--- src/rtl/adc_emu_pkg.sv ---
// Shared constants, state type and frame-word helper for the ADC128S022 responder.
package adc_emu_pkg;

  localparam int ADC_BITS       = 12;
  localparam int FRAME_BITS     = 16;
  localparam int NUM_CH         = 8;
  localparam int ADDR_FIRST_BIT = 3;
  localparam int ADDR_LAST_BIT  = 5;
  localparam int CNT_W          = 5;
  localparam int ADDR_W         = 3;

  typedef enum logic [0:0] {
    IDLE   = 1'b0,
    ACTIVE = 1'b1
  } state_t;

  // Frame word for one channel: leading zeros, then the 12-bit sample.
  function automatic logic [FRAME_BITS-1:0] frame_word(
    input logic [ADC_BITS*NUM_CH-1:0] data,
    input logic [ADDR_W-1:0]          ch
  );
    logic [ADC_BITS-1:0] sample;
    sample = data[ch*ADC_BITS +: ADC_BITS];
    return {{(FRAME_BITS-ADC_BITS){1'b0}}, sample};
  endfunction

endpackage

--- src/rtl/adc128s022_responder_sync_edge_det.sv ---
// N-stage synchronizer with single-cycle rise/fall pulses on the synchronized level.
module sync_edge_det #(
  parameter int   STAGES  = 2,
  parameter logic RST_VAL = 1'b1
) (
  input  logic clk,
  input  logic rst_n,
  input  logic async_in,
  output logic rise,
  output logic fall
);

  logic [STAGES-1:0] sync_r;
  logic              prev_r;

  // Synchronizer chain plus one extra flop holding the previous synchronized level.
  always_ff @(posedge clk or negedge rst_n) begin
    if (!rst_n) begin
      sync_r <= {STAGES{RST_VAL}};
      prev_r <= RST_VAL;
    end else begin
      sync_r <= {sync_r[STAGES-2:0], async_in};
      prev_r <= sync_r[STAGES-1];
    end
  end

  assign rise = sync_r[STAGES-1] & ~prev_r;
  assign fall = ~sync_r[STAGES-1] & prev_r;

endmodule

--- src/rtl/adc128s022_responder.sv ---
// ADC128S022 serial-interface responder: decodes the channel address from DIN
// and shifts the selected 12-bit sample out on DOUT, one frame per 16 SCK periods.
module adc128s022_responder
  import adc_emu_pkg::*;
#(
  parameter int SYNC_STAGES = 2
) (
  input  logic                       clk_50M,
  input  logic                       rst_n,
  input  logic                       adc_sck,
  input  logic                       adc_cs_n,
  input  logic                       adc_din,
  input  logic [ADC_BITS*NUM_CH-1:0] ch_data,
  output logic                       adc_dout,
  output logic                       frame_done,
  output logic                       frame_err,
  output logic [ADDR_W-1:0]          last_addr
);

  logic                   sck_rise_s;
  logic                   sck_fall_s;
  logic                   cs_rise_s;
  logic                   cs_fall_s;
  logic [SYNC_STAGES-1:0] din_dly_r;
  logic                   din_s;

  state_t                 state_r;
  logic [CNT_W-1:0]       bit_cnt_r;
  logic [CNT_W-1:0]       cnt_next_s;
  logic [ADDR_W-1:0]      cur_addr_r;
  logic [ADDR_W-1:0]      addr_cap_r;
  logic [FRAME_BITS-1:0]  shift_r;
  logic [FRAME_BITS-1:0]  shift_next_s;

  sync_edge_det #(.STAGES(SYNC_STAGES), .RST_VAL(1'b1)) u_sck_sync (
    .clk      (clk_50M),
    .rst_n    (rst_n),
    .async_in (adc_sck),
    .rise     (sck_rise_s),
    .fall     (sck_fall_s)
  );

  sync_edge_det #(.STAGES(SYNC_STAGES), .RST_VAL(1'b1)) u_cs_sync (
    .clk      (clk_50M),
    .rst_n    (rst_n),
    .async_in (adc_cs_n),
    .rise     (cs_rise_s),
    .fall     (cs_fall_s)
  );

  // DIN delay line matched to the SCK synchronizer so captured bits line up with SCK edges.
  always_ff @(posedge clk_50M or negedge rst_n) begin
    if (!rst_n) begin
      din_dly_r <= {SYNC_STAGES{1'b0}};
    end else begin
      din_dly_r <= {din_dly_r[SYNC_STAGES-2:0], adc_din};
    end
  end

  assign din_s = din_dly_r[SYNC_STAGES-1];

  // Next bit count and next shift-register contents; the first falling edge of a frame loads the sample.
  always_comb begin
    cnt_next_s   = bit_cnt_r + 5'd1;
    shift_next_s = {FRAME_BITS{1'b0}};
    if (bit_cnt_r == 5'd0) begin
      shift_next_s = frame_word(ch_data, cur_addr_r);
    end else begin
      shift_next_s = {shift_r[FRAME_BITS-2:0], 1'b0};
    end
  end

  // Frame FSM: CS edges take priority over SCK edges seen in the same cycle.
  always_ff @(posedge clk_50M or negedge rst_n) begin
    if (!rst_n) begin
      state_r    <= IDLE;
      bit_cnt_r  <= 5'd0;
      cur_addr_r <= 3'd0;
      addr_cap_r <= 3'd0;
      shift_r    <= 16'h0000;
      adc_dout   <= 1'b0;
      frame_done <= 1'b0;
      frame_err  <= 1'b0;
      last_addr  <= 3'd0;
    end else begin
      frame_done <= 1'b0;
      frame_err  <= 1'b0;
      if (cs_fall_s) begin
        state_r    <= ACTIVE;
        bit_cnt_r  <= 5'd0;
        cur_addr_r <= 3'd0;
        shift_r    <= 16'h0000;
        adc_dout   <= 1'b0;
      end else if (cs_rise_s) begin
        state_r    <= IDLE;
        frame_err  <= (bit_cnt_r != 5'd0);
        bit_cnt_r  <= 5'd0;
        addr_cap_r <= 3'd0;
        shift_r    <= 16'h0000;
        adc_dout   <= 1'b0;
      end else if (state_r == ACTIVE) begin
        if (sck_fall_s) begin
          shift_r  <= shift_next_s;
          adc_dout <= shift_next_s[FRAME_BITS-1];
        end else if (sck_rise_s) begin
          if (cnt_next_s == 5'(FRAME_BITS)) begin
            bit_cnt_r  <= 5'd0;
            cur_addr_r <= addr_cap_r;
            last_addr  <= addr_cap_r;
            frame_done <= 1'b1;
          end else begin
            bit_cnt_r <= cnt_next_s;
            case (cnt_next_s)
              5'(ADDR_FIRST_BIT):     addr_cap_r[2] <= din_s;
              5'(ADDR_FIRST_BIT + 1): addr_cap_r[1] <= din_s;
              5'(ADDR_LAST_BIT):      addr_cap_r[0] <= din_s;
              default:                addr_cap_r    <= addr_cap_r;
            endcase
          end
        end else begin
          bit_cnt_r <= bit_cnt_r;
        end
      end else begin
        bit_cnt_r <= 5'd0;
      end
    end
  end

endmodule

--- config.mk ---
export PLATFORM = sky130hd
export DESIGN_NAME = adc128s022_responder
export DESIGN_NICKNAME = d
export VERILOG_FILES = /design/src/rtl/adc_emu_pkg.sv /design/src/rtl/adc128s022_responder_sync_edge_det.sv /design/src/rtl/adc128s022_responder.sv
export SDC_FILE = /design/constraint.sdc
export NUM_CORES = 1
export LEC_CHECK = 0
export CAP_MARGIN = 20
export CELL_PAD_IN_SITES_DETAIL_PLACEMENT = 0
export CELL_PAD_IN_SITES_GLOBAL_PLACEMENT = 1
export CORE_MARGIN = 2
export CORE_UTILIZATION = 36
export CTS_BUF_LIST = sky130_fd_sc_hd__clkbuf_8
export CTS_CLUSTER_DIAMETER = 100
export CTS_CLUSTER_SIZE = 25
export DETAILED_ROUTE_END_ITERATION = 10
export GPL_TIMING_DRIVEN = 0
export PLACE_DENSITY = 0.85
export SLEW_MARGIN = 20
export SYNTH_ARGS = -nofsm -noshare
export SYNTH_HDL_FRONTEND = slang
export SYNTH_SLANG_ARGS = --single-unit
export TNS_END_PERCENT = 100
--- constraint.sdc ---
create_clock -name clk_50M -period 3.85 [get_ports clk_50M]
set_input_delay 1.155 -clock clk_50M [delete_from_list [all_inputs] [get_ports clk_50M]]
set_output_delay 1.155 -clock clk_50M [all_outputs]
set_load 0.005 [all_outputs]
After elaboration in Yosys (flattened, before gate mapping)
Index checks and enable logic that the tools add are counted.

$add $sub $neg: 1. Multiply operators: 1. Eq/ne operators: 10. Shift operators: 1. Mux-type cells: 39. Bitwise logic cells: 11. Reductions and logical operators: 20.

Operator list (number): 96-bit by 8-bit indexed part select with 12-bit output (1); 15-bit two-way mux (4); 3-bit two-way mux (11); 5-bit two-way mux (6); 6-bit AND reduction (4); 2-bit nonzero test (9); 1-bit two-way mux (17); 16-bit two-way mux (1); 5-bit by 3-bit == test with 1-bit output (second input constant) (2); 4-bit inequality test (second input constant) (2); 1-bit inverter (7); 2-bit by 1-bit inequality test with 1-bit output (second input constant) (3); 3-bit nonzero test (2); 5-bit by 1-bit adder with 5-bit output (second input constant) (1); 5-bit by 2-bit == test with 1-bit output (second input constant) (1); 5-bit == test (second input constant) (1); 5-bit zero test (1); 3-bit by 2-bit multiplier with 5-bit output (second input constant) (1); 5-bit AND reduction (1); 5-bit nonzero test (1); 1-bit AND (4); 2-bit AND reduction (2); 2-bit inequality test (second input constant) (1).

Bits in registers: 41.

Longest topological paths before layout
Gate-level depths: netlist of run 1.

Word-level depth: 8. Gate-level depth with buffers: 8.

Modules after synthesis
From an unflattened synthesis of run 1, not the netlist that was laid out.

Cells, all modules: 218. Area total of the unflattened synthesis: 2710.1 µm².

Modules (own cells, without submodules): adc128s022_responder (instances 1, cells each 208, area an instance 2522.4 µm²); sync_edge_det (instances 2, cells each 5, area an instance 93.8 µm²).

Worst setup path before layout of run 1
No wires, ideal clock.

Path type: in2reg. Start point: in ch_data[94]. End point: reg shift_r[10]. Arrival time: 2.019 ns. Required time: 3.724 ns. Slack: 1.705 ns. Cell stages on the path: 4. Path buffers: 0. Path through: mux4_2 > mux2i_1 > nor2_1 > a221o_1.

Word-level cells in the longest chain between the ends: 6.

Ends and longest elaborated chain: start: declaration (RTL line adc128s022_responder.sv:13) `input logic [ADC_BITS*NUM_CH-1:0] ch_data,`; 96-bit by 8-bit indexed part select with 12-bit output (RTL line adc_emu_pkg.sv:23) `sample = data[ch*ADC_BITS +: ADC_BITS];`; 16-bit two-way mux (RTL line adc128s022_responder.sv:66) `if (bit_cnt_r == 5'd0) begin`; 15-bit two-way mux (RTL line adc128s022_responder.sv:102) `if (sck_fall_s) begin`; 15-bit two-way mux (RTL line adc128s022_responder.sv:101) `end else if (state_r == ACTIVE) begin`; 15-bit two-way mux (RTL line adc128s022_responder.sv:94) `end else if (cs_rise_s) begin`; 15-bit two-way mux (RTL line adc128s022_responder.sv:88) `if (cs_fall_s) begin`; end signal: assignment (RTL line adc128s022_responder.sv:103) `shift_r <= shift_next_s;`; end: declaration (RTL line adc128s022_responder.sv:32) `logic [FRAME_BITS-1:0] shift_r;`.

Every way passes these cells. The select of a mux whose other input is x is not followed. A chain may end at the register's enable or synchronous reset.

Worst setup path in the final report of run 1
Start point: in ch_data[57]. End point: reg shift_r[9].

The elaborated chain is that of the path after synthesis.

==> results.cfg, run 1 <==
[layout]
instances_no_fill = 392
layout-drive-gt1-share_pct = 17.3
layout_overhead_on_the_synthesized_area_pct = 52.3
antenna-diode-count = 0
layout.nets = 417

[logic_synthesis]
primary_ff_master_synth = sky130_fd_sc_hd__dfrtp_1
netlist_top_cells_area = sky130_fd_sc_hd__dfrtp_1 (35%), sky130_fd_sc_hd__mux4_2 (22%), sky130_fd_sc_hd__dfstp_2 (6.3%)
synth_adder_area_share_pct = 2.49
yosys.area.top_type = sky130_fd_sc_hd__dfrtp_1
synth.lib_cells_used.distinct = 41
synth_simple_gate_area_share_pct = 11.1
synthesis.yosys.warnings = 0
synth.net_count = 303
mappedNetlistArea_um2 = 2510
synth_mux_area_share_pct = 29.5
syn_area_per_cell_um2 = 12.8
syn_inst = 197
synth.yosys.seq_area_share_pct = 41.1
synth_top_family_by_area = multiplexers
synth_compound_area_share_pct = 10.7
synth_enable_flop_cells = 0
xor_and_xnor_fraction_of_the_mapped_netlist_area_pct = 1.39
synth_top_area_share_pct = 34.9
ys_async_sr_fraction_pct = 100
synth-seq-cells = 41

[floorplan]
io_pins = 107
rows = 30
fp.coreArea_um2 = 6760
initial_core_util_pct = 37.2
floorplan.die_area_um2 = 7660
die_x_um = 87.5
die-height_um = 87.5

[timing]
tns_ns = 0
timing_worst_slew_pin_value_ns = 0.782
maxClockFrequency_mhz = 419
slew-limit-headroom_pct = 47.4
period_share_pct = 62.0
final-max-slew-violation-count = 0
setup_viol = 0
period_minus_slack_ns = 2.39
rsz0062_at_grt = no
final.setup_skew_ns = 0.00978
timing.final.hold_violations = 0

[critical_path]
setup.reg_to_reg.worst_slack_ns = 1.57
worstPathMaxFanout = 1
worstSetupPathType = input pin to flop
startpoint_type = input pin
crit_slowest_cell = sky130_fd_sc_hd__mux4_2
timing.critical_path.cells = clkdlybuf4s50_1 > mux4_2 > mux2i_1 > nor2_1 > a221o_1
max_stage_delay_ns = 0.49
critical_path_required_ns = 4.04
timing.critical_path.arrival_ns = 2.58
cp-end-kind = flop

[routing]
vias_per_cell = 5.42
detail_route.drc_violations = 0
drt_antenna_net_count = 0
vias = 2124
drt_pre_antenna_iters = 4
drt_iter0_drc = 146
routed_wire_length_per_instance_um = 16.6
detail_route.wirelength_um = 6490

[clocking]
cts.sink_count = 41
cts-root-buf = sky130_fd_sc_hd__clkbuf_8
htreeDepth = 2
cts_buffer_depth = 2
cts.repair_timing.setup_buffer_count = 0
clkTransAtPathRegs_ns = 0.09
hold_buffers = 0
cts_made_buffers = 5
cells_resized_by_post_cts_repair = 0
clkLatencyLatePin_ns = 0.30
tritoncts = done

[place]
place_inst = 384
place.gp.congestion = 0.874
portBuffers = 106
detailedPlacementHpwl_um = 5480

[run]
max_cap_viols = 0

[power_and_ir_drop]
powerDensity_nw_per_um2 = 279
ir_drop_v = 0.000153
power.static_leakage_nw = 1.51

[grt]
maximum_number_of_pins_on_one_net_before_global_route_repair = 29
grt_first_pass_wirelength_um = 10300
globalRouteTotalUtil_pct = 17.5
grt.overflow.total = 0
initial_antenna_violation_count = 0
grt_pass1_vias = 2100

[min_path]
hold_path.class = flop to flop

[status]
run_status = finished clean
[sequential cells by signal, indices dropped and copies added (netlist names)]
register and flops:
last_addr 3, cur_addr_r 3, u_sck_sync.sync_r 2, u_cs_sync.sync_r 2, shift_r 15, u_cs_sync.prev_r 1
bit_cnt_r 5, u_sck_sync.prev_r 1, frame_done 1, addr_cap_r 3, state_r 1, frame_err 1
adc_dout 1, din_dly_r 2
[worst max-delay path: cells and delay by family]
family / cells / cell delay (ns)
compound gates: 1 / 0.27
simple gates: 1 / 0.06
mux: 2 / 0.68
buf+inv: 1 / 0.41
[final cells by class]
cell class	count	area, um2
Tap cell	80	100
Buffer	14	75.1
Clock buffer	5	68.8
Fill cell	599	2930
Sequential cell	41	1030
Timing Repair Buffer	107	1080
Clock inverter	3	68.8
Multi-Input combinational cell	137	1390
Inverter	5	18.8
[stage by stage]
step | setup slack, ns | hold WS (ns) | instance area, um2 | utilization (%) | power (mW)
after floorplan | 1.70 | 0.331 | 2510 | - | 0.531
after global placement | 0.658 | 0.335 | 3670 | 54.4 | 0.652
after detailed placement | 1.16 | 0.336 | 3690 | 54.6 | 0.659
after CTS | 1.47 | 0.354 | 3830 | 56.6 | 1.08
after global routing | 1.37 | 0.364 | 3830 | 56.6 | 1.12
final | 1.46 | 0.352 | 3830 | 56.6 | 1.07
[cell families after synthesis]
kind of cell             Yosys count
AND/OR/NAND/NOR                   54
multiplexers                      42
flip-flops                        41
AO/OA/AOI/OAI                     32
buffers and inverters             19
adder cells (fa/ha/maj)            5
XOR/XNOR                           4
[where the power goes]
group          switching (mW)  internal (mW)  leakage [nW]
Combinational          0.0548          0.129         0.902
Clock                   0.157          0.261        0.0687
Sequential             0.0135          0.453         0.541
[worst paths after layout]
kind / from / to / cells after the start
max reg2reg: bit_cnt_r[0] / shift_r[6] / 6
max in group asynchronous: rst_n / u_sck_sync.sync_r[0] / 2
min in group asynchronous: rst_n / last_addr[1] / 1
max: ch_data[57] / shift_r[9] / 5
min: din_dly_r[0] / din_dly_r[1] / 0
min reg2reg: din_dly_r[0] / din_dly_r[1] / 0
[layer usage]
metal	up-vias	GRT usage [%]	part of all wire [%]	wire (um)
met5	-	0	0	0
met4	0	4.34	1.0	65
met3	7	4.05	6.5	423
met2	79	27.4	50	3240
met1	1040	24.8	43	2760
li1	998	-	-	-
[cells in the final DEF, fill, tap and decap left out, types with 2 or more instances in the layout]
cell and instances:
sky130_fd_sc_hd__o31ai_1 2, sky130_fd_sc_hd__o21ai_0 2, sky130_fd_sc_hd__a32o_1 3, sky130_fd_sc_hd__nand2_1 13, sky130_fd_sc_hd__clkbuf_1 4, sky130_fd_sc_hd__nor3_1 2, sky130_fd_sc_hd__a221o_1 11, sky130_fd_sc_hd__nor4b_1 2
sky130_fd_sc_hd__clkdlybuf4s50_1 105, sky130_fd_sc_hd__buf_4 3, sky130_fd_sc_hd__mux2_4 3, sky130_fd_sc_hd__mux4_2 24, sky130_fd_sc_hd__nor2b_1 4, sky130_fd_sc_hd__dfrtp_1 35, sky130_fd_sc_hd__nand4_1 2, sky130_fd_sc_hd__inv_1 5
sky130_fd_sc_hd__dfstp_2 6, sky130_fd_sc_hd__a22o_1 4, sky130_fd_sc_hd__a21oi_1 5, sky130_fd_sc_hd__buf_1 3, sky130_fd_sc_hd__and2b_1 2, sky130_fd_sc_hd__and3_1 3, sky130_fd_sc_hd__bufinv_16 2, sky130_fd_sc_hd__a211o_1 2
sky130_fd_sc_hd__nand2b_1 2, sky130_fd_sc_hd__nor2_1 17, sky130_fd_sc_hd__ha_1 5, sky130_fd_sc_hd__xor2_1 2, sky130_fd_sc_hd__buf_2 4, sky130_fd_sc_hd__xnor2_1 2, sky130_fd_sc_hd__nand3_1 2, sky130_fd_sc_hd__mux2i_1 13
sky130_fd_sc_hd__clkbuf_8 5
[Yosys cell counts (2+ instances only)]
master and count:
sky130_fd_sc_hd__dfrtp_1 35, sky130_fd_sc_hd__mux4_2 24, sky130_fd_sc_hd__nor2_1 17, sky130_fd_sc_hd__mux2i_1 13, sky130_fd_sc_hd__nand2_1 13, sky130_fd_sc_hd__a221o_1 11
sky130_fd_sc_hd__dfstp_2 6, sky130_fd_sc_hd__a21oi_1 5, sky130_fd_sc_hd__ha_1 5, sky130_fd_sc_hd__inv_1 5, sky130_fd_sc_hd__a22o_1 4, sky130_fd_sc_hd__clkbuf_1 4
sky130_fd_sc_hd__nor2b_1 4, sky130_fd_sc_hd__a32o_1 3, sky130_fd_sc_hd__and3_1 3, sky130_fd_sc_hd__buf_1 3, sky130_fd_sc_hd__buf_2 3, sky130_fd_sc_hd__buf_4 3
sky130_fd_sc_hd__mux2_4 3, sky130_fd_sc_hd__a211o_1 2, sky130_fd_sc_hd__and2b_1 2, sky130_fd_sc_hd__nand2b_1 2, sky130_fd_sc_hd__nand3_1 2, sky130_fd_sc_hd__nand4_1 2
sky130_fd_sc_hd__nor3_1 2, sky130_fd_sc_hd__nor4b_1 2, sky130_fd_sc_hd__o21ai_0 2, sky130_fd_sc_hd__o31ai_1 2, sky130_fd_sc_hd__xnor2_1 2, sky130_fd_sc_hd__xor2_1 2
(Power assumes the default switching activity.)
==> run 2: changes to the inputs <==
--- a/config.mk
+++ b/config.mk
@@ -9,13 +9,13 @@
 export CELL_PAD_IN_SITES_DETAIL_PLACEMENT = 0
 export CELL_PAD_IN_SITES_GLOBAL_PLACEMENT = 1
 export CORE_MARGIN = 2
-export CORE_UTILIZATION = 36
+export CORE_UTILIZATION = 30
 export CTS_BUF_LIST = sky130_fd_sc_hd__clkbuf_8
 export CTS_CLUSTER_DIAMETER = 100
 export CTS_CLUSTER_SIZE = 25
 export DETAILED_ROUTE_END_ITERATION = 10
 export GPL_TIMING_DRIVEN = 0
-export PLACE_DENSITY = 0.85
+export PLACE_DENSITY = 0.76
 export SLEW_MARGIN = 20
 export SYNTH_ARGS = -nofsm -noshare
 export SYNTH_HDL_FRONTEND = slang
==> constraint.sdc (replaced) <==
create_clock -name clk_50M -period 2 [get_ports clk_50M]
set_input_delay 0.6 -clock clk_50M [delete_from_list [all_inputs] [get_ports clk_50M]]
set_output_delay 0.6 -clock clk_50M [all_outputs]
set_load 0.005 [all_outputs]
==> run 2 against run 1 <==
Hold slack worse by 0.15 ns. Sequential share of layout area shrank 0.50 points. Core utilization decreased by 8.9 points. Sequential power increased by 93%. Clock skew hardly changed. First-iteration DRC count decreased by 26%. Non-clock buffer count unchanged. Flip-flop and latch count unchanged. Worst setup slack worse by 1.4 ns. Global-route usage down 1.9 points. Final area increased by 2.0%. Largest cell class unchanged. Die area is 19% higher.
==> results.cfg, run 2 (same netlist as run 1, synthesis figures left out) <==
[grt]
grt.overflow.total = 0
maximum_number_of_pins_on_one_net_before_global_route_repair = 28
grt_pass1_vias = 2263
initial_antenna_violation_count = 0
grt_first_pass_wirelength_um = 10900
globalRouteTotalUtil_pct = 15.6

[critical_path]
path_buf_inv = 2
critical_path_required_ns = 2.23
cell_family_contributing_the_most_delay_on_the_critical_path = compound AO/OA/AOI/OAI gates
crit_slowest_cell = sky130_fd_sc_hd__o31ai_2
worstPathMaxFanout = 10
timing.critical_path.arrival_ns = 2.16
startpoint_type = flop
max_stage_delay_ns = 0.54
cp-end-kind = flop
timing.critical_path.cells = inv_1 > ha_1 > o31ai_2 > buf_2 > a221o_1
worstSetupPathType = flop to flop

[routing]
drt_pre_antenna_iters = 4
drt_antenna_net_count = 0
drt_iter0_drc = 108
vias_per_cell = 5.05
routed_wire_length_per_instance_um = 16.5
detail_route.drc_violations = 0
detail_route.wirelength_um = 6880
vias = 2104

[layout]
largest_register_ffs = 15
antenna-diode-count = 0
finalCoreUtilization_pct = 47.8
layout_overhead_on_the_synthesized_area_pct = 55.4
multi_input_comb_area_um2 = 1450
fillers = 739
sequential_cell_area_um2 = 1030
most-common-layout-cells = sky130_fd_sc_hd__clkdlybuf4s50_1 (105), sky130_fd_sc_hd__dfrtp_1 (34), sky130_fd_sc_hd__mux4_2 (24)
largest-register = shift_r
layout-drive-gt1-share_pct = 22.8
layout.nets = 417
final_common_cell = sky130_fd_sc_hd__clkdlybuf4s50_1
reg_top3 = shift_r x15, bit_cnt_r x5

[timing]
final-max-slew-violation-count = 0
finalWorstSetupSlack_ns = 0.0692
period_share_pct = 96.5
timing.final.hold_violations = 0
setup_viol = 0
final.setup_skew_ns = 0.00987
timing_worst_slew_pin_value_ns = 0.537
rsz0062_at_grt = yes
maxClockFrequency_mhz = 518
period_minus_slack_ns = 1.93
slew-limit-headroom_pct = 64.0

[clocking]
htreeDepth = 2
cts-root-buf = sky130_fd_sc_hd__clkbuf_8
cts_made_buffers = 5
cts_buffer_depth = 2
tritoncts = done
clkTransAtPathRegs_ns = 0.08
hold_buffers = 0
clkLatencyLatePin_ns = 0.29
cts.sink_count = 41

[floorplan]
die_x_um = 95.5
initial_core_util_pct = 30.7
io_pins = 107
rows = 33
fp.coreArea_um2 = 8180
die-height_um = 95.5
floorplan.die_area_um2 = 9120

[place]
portBuffers = 106
post-place-ws_ns = -0.231
detailedPlacementHpwl_um = 5640
place.gp.congestion = 0.779

[power_and_ir_drop]
powerDensity_nw_per_um2 = 471
ir_drop_v = 0.000237
power.static_leakage_nw = 1.55
design_power_total_mw = 1.84

[min_path]
hold_path.class = input pin to asynchronous set/reset pin

[run]
max_cap_viols = 0

[status]
run_status = finished clean
run 2: cell types whose count changed in the layout (fill, tap and decap cells not counted), sizes merged:
cell,change
inv,-1
bufinv,-2
buf,+1
clkinv,+2
run 2: worst paths after layout:
path	from	cells after the start	end	slack, ns
worst max-delay path	u_cs_sync.prev_r	5	shift_r[10]	0.07
worst min-delay path	rst_n	1	addr_cap_r[0]	0.21
worst max register to register	u_cs_sync.prev_r	5	shift_r[10]	0.07
worst min register to register	u_cs_sync.sync_r[0]	0	u_cs_sync.sync_r[1]	0.36
max in group asynchronous	rst_n	2	u_cs_sync.sync_r[0]	1.26
min in group clk_50M	u_cs_sync.sync_r[0]	0	u_cs_sync.sync_r[1]	0.36
run 2: report_power, final:
part	leakage, nW	switching, mW	internal (mW)
Clock	0.0512	0.295	0.280
Sequential	0.539	0.0271	0.872
Combinational	0.959	0.111	0.251
run 2: layout make-up:
cell class / instances / area share [%]
timing repair buffer: 108 / 27.8
sequential: 41 / 26.5
multi-input combinational: 137 / 37.1
clock inverter: 2 / 0.353
tap: 105 / 3.37
inverter: 5 / 0.481
clock buffer: 6 / 2.12
buffer: 13 / 2.31
run 2: repair_timing:
item,in CTS,in global routing
setup buffers,0,1
pin swaps,0,1
resized for setup,10,16
endpoints found under the setup margin,20,23
run 2: worst reg2reg max path, stage by stage (launching register included):
cell,delay (ns)
sky130_fd_sc_hd__dfstp_2,0.53
sky130_fd_sc_hd__inv_1,0.04
sky130_fd_sc_hd__ha_1,0.27
sky130_fd_sc_hd__o31ai_2,0.54
sky130_fd_sc_hd__buf_2,0.32
sky130_fd_sc_hd__a221o_1,0.18
run 2: per-stage QoR:
step | hold slack (ns) | std cells | area (um2) | TNS (ns)
floorplan | 0.304 | 197 | 2510 | 0
global placement | 0.341 | 408 | 3700 | -29.16
detailed placement | 0.343 | 409 | 3720 | -3.39
CTS | 0.210 | 417 | 3850 | 0
global route | 0.223 | 417 | 3900 | -0.297
finish | 0.206 | 417 | 3900 | 0
run 2: routing by layer:
layer	wire length, um	global-route usage (%)	vias to the layer above
met1	3090	21.1	1033
met2	3360	24.9	69
li1	-	-	995
met4	77	4.17	0
met5	0	0	-
met3	354	3.87	7
==> edit 1: new RTL, config.mk and constraints of run 2 <==
`RST_VAL` is set to 1'b1 in 3 places; all go to 1'b0.
--- a/src/rtl/adc128s022_responder_sync_edge_det.sv
+++ b/src/rtl/adc128s022_responder_sync_edge_det.sv
@@ -1,7 +1,7 @@
 // N-stage synchronizer with single-cycle rise/fall pulses on the synchronized level.
 module sync_edge_det #(
   parameter int   STAGES  = 2,
-  parameter logic RST_VAL = 1'b1
+  parameter logic RST_VAL = 1'b0
 ) (
   input  logic clk,
   input  logic rst_n,
--- a/src/rtl/adc128s022_responder.sv
+++ b/src/rtl/adc128s022_responder.sv
@@ -32,7 +32,7 @@
   logic [FRAME_BITS-1:0]  shift_r;
   logic [FRAME_BITS-1:0]  shift_next_s;
 
-  sync_edge_det #(.STAGES(SYNC_STAGES), .RST_VAL(1'b1)) u_sck_sync (
+  sync_edge_det #(.STAGES(SYNC_STAGES), .RST_VAL(1'b0)) u_sck_sync (
     .clk      (clk_50M),
     .rst_n    (rst_n),
     .async_in (adc_sck),
@@ -40,7 +40,7 @@
     .fall     (sck_fall_s)
   );
 
-  sync_edge_det #(.STAGES(SYNC_STAGES), .RST_VAL(1'b1)) u_cs_sync (
+  sync_edge_det #(.STAGES(SYNC_STAGES), .RST_VAL(1'b0)) u_cs_sync (
     .clk      (clk_50M),
     .rst_n    (rst_n),
     .async_in (adc_cs_n),
Formal check against the unedited RTL: not equivalent (a bounded check fails within 10 cycles, from zero or initial values and one cycle with rst_n low).
==> edit 1 against run 2 <==
Sequential cell count did not move. Sequential share of layout area fell by 0.19 points. Setup slack better by 6.6 ps. Largest power group unchanged. Core utilization rose by 0.24 points. Non-clock buffer count fell by 1. Area after synthesis shrank 0.30%. First-iteration DRC count decreased by 0.93%. Clock skew is 0.53 ps lower. Design area stayed put. Die area fell by 0.29%. Wire length down 1.6%. Power up 12%.
==> edit 1: results <==
export IMPL_synthAdderAreaFrac=0.0250
export IMPL_clockRootBuffer="clkbuf_8"
export IMPL_grt_use_met3=0.0364
export IMPL_synth_ff_type="dfrtp_1"
export IMPL_skew_ps=9.34
export IMPL_grt_util_met2=0.246
export IMPL_drive_above_1_share=0.193
export IMPL_track_usage=0.153
export IMPL_fin_nets=416
export IMPL_seq_area_frac_synth=0.410
export IMPL_crit_fanout=7
export IMPL_worst_pin_slew_ps=539
export IMPL_place_area_mm2=0.00371
export IMPL_grt_pass1_vias=2157
export IMPL_place_congestion=0.777
export IMPL_vias=2133
export IMPL_endpoint="last_addr[2]"
export IMPL_r2r_setup_slack_ps=80
export IMPL_clk_latency_ps=290
export IMPL_synthArstFlopShare=1.00
export IMPL_grt_pass1_wl_um=10500
export IMPL_r2r_start="bit_cnt_r[4]"
export IMPL_preCtsSetupSlack_ps=-231
export IMPL_rr_worst_depth=4
export IMPL_post_cts_repair_setup_buffers=0
export IMPL_viasPerCell=5.13
export IMPL_drt_total_wl_um=6770
export IMPL_holdWs_ps=201
export IMPL_synth_compound_area_frac=0.107
export IMPL_synthTopCellsByCount="41 x dfrtp_1, 24 x mux4_2, 17 x nor2_1"
export IMPL_antenna_found_initial=0
export IMPL_cts_buffers_inserted=5
export IMPL_drt_iter0_drc=107
export IMPL_clock_path_buffers=2
export IMPL_synth_cell_types=40
export IMPL_status="complete, no violations"
export IMPL_max_clock_freq_mhz=520
export IMPL_syn_area_per_cell_um2=12.7
export IMPL_cts_max_level=2
export IMPL_io_buffers=106
export IMPL_drt_pass1_iter_count=4
export IMPL_synthMuxAreaShare=0.296
export IMPL_arrival_ps=2110
export IMPL_grt_met1_usage=0.209
export IMPL_cts_resized=6
export IMPL_reg_top3="shift_r: 15 flops, bit_cnt_r: 5 flops"
export IMPL_ys_top_cells_by_area="dfrtp_1 41%, mux4_2 22%, mux2i_1 5.2%"
export IMPL_power_leakage_nw=1.56
export IMPL_grt_max_degree=28
export IMPL_synth_xor_area_share=0.0140
export IMPL_path_class="flip-flop to flip-flop"
export IMPL_peakVddDrop_v=0.000373
export IMPL_post_place_cells=409
export IMPL_dpl_hpwl_um=5680
export IMPL_clk_pin_slew_worst_paths_ps=90
export IMPL_hold_path_class="input pin to asynchronous set/reset pin"
[edit 1: power breakdown]
group | switching (mW) | internal [mW] | total [mW]
clock | 0.304 | 0.503 | 0.807
combinational | 0.108 | 0.250 | 0.358
sequential | 0.0255 | 0.867 | 0.893
total | 0.438 | 1.62 | 2.06
[edit 1: cell type report]
| cell class | instances | area [µm²] |
|---|---|---|
| plain buffers | 13 | 85.1 |
| clock buffers | 5 | 68.8 |
| clock inverters | 3 | 68.8 |
| fillers | 734 | 4230 |
| inverters | 5 | 18.8 |
| multi-input cells | 137 | 1430 |
| flip-flops and latches | 41 | 1030 |
| well taps | 105 | 131 |
| repair buffers | 107 | 1080 |
[edit 1: critical path, cell delays in order, from the launching register on]
cell and delay, ps:
dfrtp_1 480, and2b_1 260, mux2i_2 130, or4b_4 610, mux2_4 320
[edit 1: metal layers]
layer / routed length (µm) / vias to the layer above
met4: 73 / 0
met5: 0 / -
met1: 2880 / 1044
met3: 456 / 7
li1: - / 996
met2: 3360 / 86
==> edit 2: new RTL, config.mk and constraints of run 2 <==
Without the edit above. Put one more register stage on the output `adc_dout`, with the module's reset. The value now appears one clock later. The other outputs are not delayed to match.
--- a/src/rtl/adc128s022_responder.sv
+++ b/src/rtl/adc128s022_responder.sv
@@ -16,6 +16,8 @@
   output logic                       frame_err,
   output logic [ADDR_W-1:0]          last_addr
 );
+
+  logic adc_dout_s0;
 
   logic                   sck_rise_s;
   logic                   sck_fall_s;
@@ -78,7 +80,7 @@
       cur_addr_r <= 3'd0;
       addr_cap_r <= 3'd0;
       shift_r    <= 16'h0000;
-      adc_dout   <= 1'b0;
+      adc_dout_s0 <= 1'b0;
       frame_done <= 1'b0;
       frame_err  <= 1'b0;
       last_addr  <= 3'd0;
@@ -90,18 +92,18 @@
         bit_cnt_r  <= 5'd0;
         cur_addr_r <= 3'd0;
         shift_r    <= 16'h0000;
-        adc_dout   <= 1'b0;
+        adc_dout_s0 <= 1'b0;
       end else if (cs_rise_s) begin
         state_r    <= IDLE;
         frame_err  <= (bit_cnt_r != 5'd0);
         bit_cnt_r  <= 5'd0;
         addr_cap_r <= 3'd0;
         shift_r    <= 16'h0000;
-        adc_dout   <= 1'b0;
+        adc_dout_s0 <= 1'b0;
       end else if (state_r == ACTIVE) begin
         if (sck_fall_s) begin
           shift_r  <= shift_next_s;
-          adc_dout <= shift_next_s[FRAME_BITS-1];
+          adc_dout_s0 <= shift_next_s[FRAME_BITS-1];
         end else if (sck_rise_s) begin
           if (cnt_next_s == 5'(FRAME_BITS)) begin
             bit_cnt_r  <= 5'd0;
@@ -126,5 +128,13 @@
     end
   end
 
+  always_ff @(posedge clk_50M or negedge rst_n) begin
+    if (!rst_n) begin
+      adc_dout <= '0;
+    end else begin
+      adc_dout <= adc_dout_s0;
+    end
+  end
+
 endmodule
 
Formal check against the unedited RTL: no difference found for any inputs over 10 cycles, from zero or initial values and one cycle with rst_n low; that may be too few to reach the edited logic, so the function may still have changed.
==> edit 2 against run 2 <==
Clock skew is 3.4 ps lower. Combinational power grew 1%. Sequential cell count is 1 higher. Wire length is 0.70% lower. Design area up 0.96%. Critical path type unchanged. Power increased by 1.4%. Setup slack improved by 10 ps. Count of clock-buffer cells in the layout is the same. Area after synthesis rose by 2.1%. Sequential share of layout area up 0.38 points.
==> edit 2: results <==
export IMPL_peakVddDrop_v=0.000250
export IMPL_grt_pass1_wl_um=10600
export IMPL_synth_cell_types=43
export IMPL_grt_use_met3=0.0473
export IMPL_reg_top3="shift_r: 15 flops, bit_cnt_r: 5 flops"
export IMPL_skew_ps=6.44
export IMPL_std_cell_rows=33
export IMPL_vias=2130
export IMPL_cp_slowest_cell="or4b_4"
export IMPL_status="complete, no violations"
export IMPL_io_buffers=106
export IMPL_grt_util_met2=0.258
export IMPL_seq_area_frac_synth=0.413
export IMPL_synth_ff_type="dfrtp_1"
export IMPL_grt_busiest_layer="met2"
export IMPL_drive_above_1_share=0.199
export IMPL_num_antenna_cells=0
export IMPL_antenna_found_initial=0
export IMPL_grt_met1_usage=0.192
export IMPL_clockRootBuffer="clkbuf_8"
export IMPL_crit_path_start="bit_cnt_r[0]"
export IMPL_worst_pin_slew_ps=726
export IMPL_hold_path_class="input pin to asynchronous set/reset pin"
export IMPL_crit_family="simple AND/OR/NAND/NOR gates"
export IMPL_rr_worst_depth=4
export IMPL_place_congestion=0.785
export IMPL_drt_pass1_iter_count=4
export IMPL_track_usage=0.152
export IMPL_dpl_hpwl_um=5630
export IMPL_synthCells=204
export IMPL_drt_iter0_drc=67
export IMPL_power_internal_mw=1.42
export IMPL_endpoint="last_addr[2]"
export IMPL_rr_endpoint="last_addr[2]"
export IMPL_fin_nets=426
export IMPL_critPathMaxStageDelay_ps=590
export IMPL_syn_num_nets=310
export IMPL_cts_buffers_inserted=5
export IMPL_grt_max_degree=29
export IMPL_synthArstFlopShare=1.00
export IMPL_arrival_ps=2100
export IMPL_r2r_setup_slack_ps=80
export IMPL_synthTopCellsByCount="36 x dfrtp_1, 24 x mux4_2, 13 x mux2i_1, 13 x o21ai_0, 11 x a22oi_1"
export IMPL_grt_pass1_vias=2207
export IMPL_fill_cells=771
export IMPL_ys_top_cells_by_area="dfrtp_1 35%, mux4_2 21%, dfstp_2 6.1%"
export IMPL_power_leakage_nw=1.53
export IMPL_crit_fanout=6
export IMPL_ys_warn_count=0
export IMPL_wire_per_inst_um=16.0
==> edit 2: cell count changes after synthesis, sizes merged, moves of 3 or more <==
cell / before / now
clkbuf: 4 / 8
a32o: 3 / 0
nor2: 17 / 5
a22oi: 0 / 11
a221o: 11 / 3
nor2b: 4 / 7
o21ai: 2 / 13
nand2: 13 / 10
==> edit 2: worst min-delay path by stage <==
| stage | cells after the start | end | slack (ps) | startpoint |
|---|---|---|---|---|
| 6_report | 1 | din_dly_r[0] | 200 | rst_n |
| 3_5_place_dp | 0 | din_dly_r[1] | 340 | din_dly_r[0] |
| 3_3_place_gp | 0 | din_dly_r[1] | 340 | din_dly_r[0] |
| 2_1_floorplan | 0 | adc_dout | 300 | rst_n |
| 5_1_grt | 1 | din_dly_r[0] | 230 | rst_n |
| 4_1_cts | 1 | din_dly_r[0] | 220 | rst_n |
==> edit 2: worst register-to-register path: stages, from the launching register on <==
cell     delay, ps
dfrtp_1        460
ha_2           280
nand2_1        160
or4b_4         590
mux2_1         330
==> edit 2: cell type report <==
type / instances / area, µm² / share of cell area
clock buffer: 6 / 82.6 / 0.0210
buffer: 16 / 83.8 / 0.0213
sequential: 42 / 1060 / 0.269
multi-input combinational: 142 / 1470 / 0.372
tap: 105 / 131 / 0.0333
clock inverter: 2 / 12.5 / 0.00317
inverter: 4 / 15.0 / 0.00381
timing repair buffer: 109 / 1090 / 0.277
==> edit 2: routing by layer <==
layer / part of all wire / vias up
met5: 0 / -
met4: 0.0067 / 0
met3: 0.075 / 6
met2: 0.50 / 77
met1: 0.41 / 1025
li1: - / 1022
==> edit 2: timing repair <==
item / in CTS / in global routing
setup endpoints to repair: 16 / 16
setup buffers: 2 / 0
pin swaps: 1 / 0
resized for setup: 6 / 12
cloned: 0 / 0
==> edit 2: power by group through the flow <==
stage / combinational [mW] / sequential (mW) / clock (mW)
finish: 0.368 / 0.917 / 0.577
global route: 0.402 / 0.924 / 0.640
CTS: 0.369 / 0.916 / 0.600
detailed placement: 0.361 / 0.932 / 0
global placement: 0.350 / 0.931 / 0
floorplan: 0.117 / 0.926 / 0
==> edit 2: metrics by stage <==
step                instances  worst slack [ps]  instance area [µm²]   util  setup TNS [ps]
CTS                       426              19.2                 3900  0.473               0
floorplan                 204              48.4                 2570      -               0
finish                    426              79.5                 3940  0.477               0
detailed placement        416              -329                 3780  0.458           -2970
global route              426              18.0                 3940  0.477               0
global placement          415              -743                 3770  0.456          -31020
==> edit 2: kinds of logic after synthesis <==
logic type,Yosys count,share of synthesized area
flip-flops,42,0.413
buffers and inverters,20,0.0327
AND/OR/NAND/NOR,48,0.115
adder cells (fa/ha/maj),5,0.0244
XOR/XNOR,5,0.0171
AO/OA/AOI/OAI,42,0.114
multiplexers,42,0.284
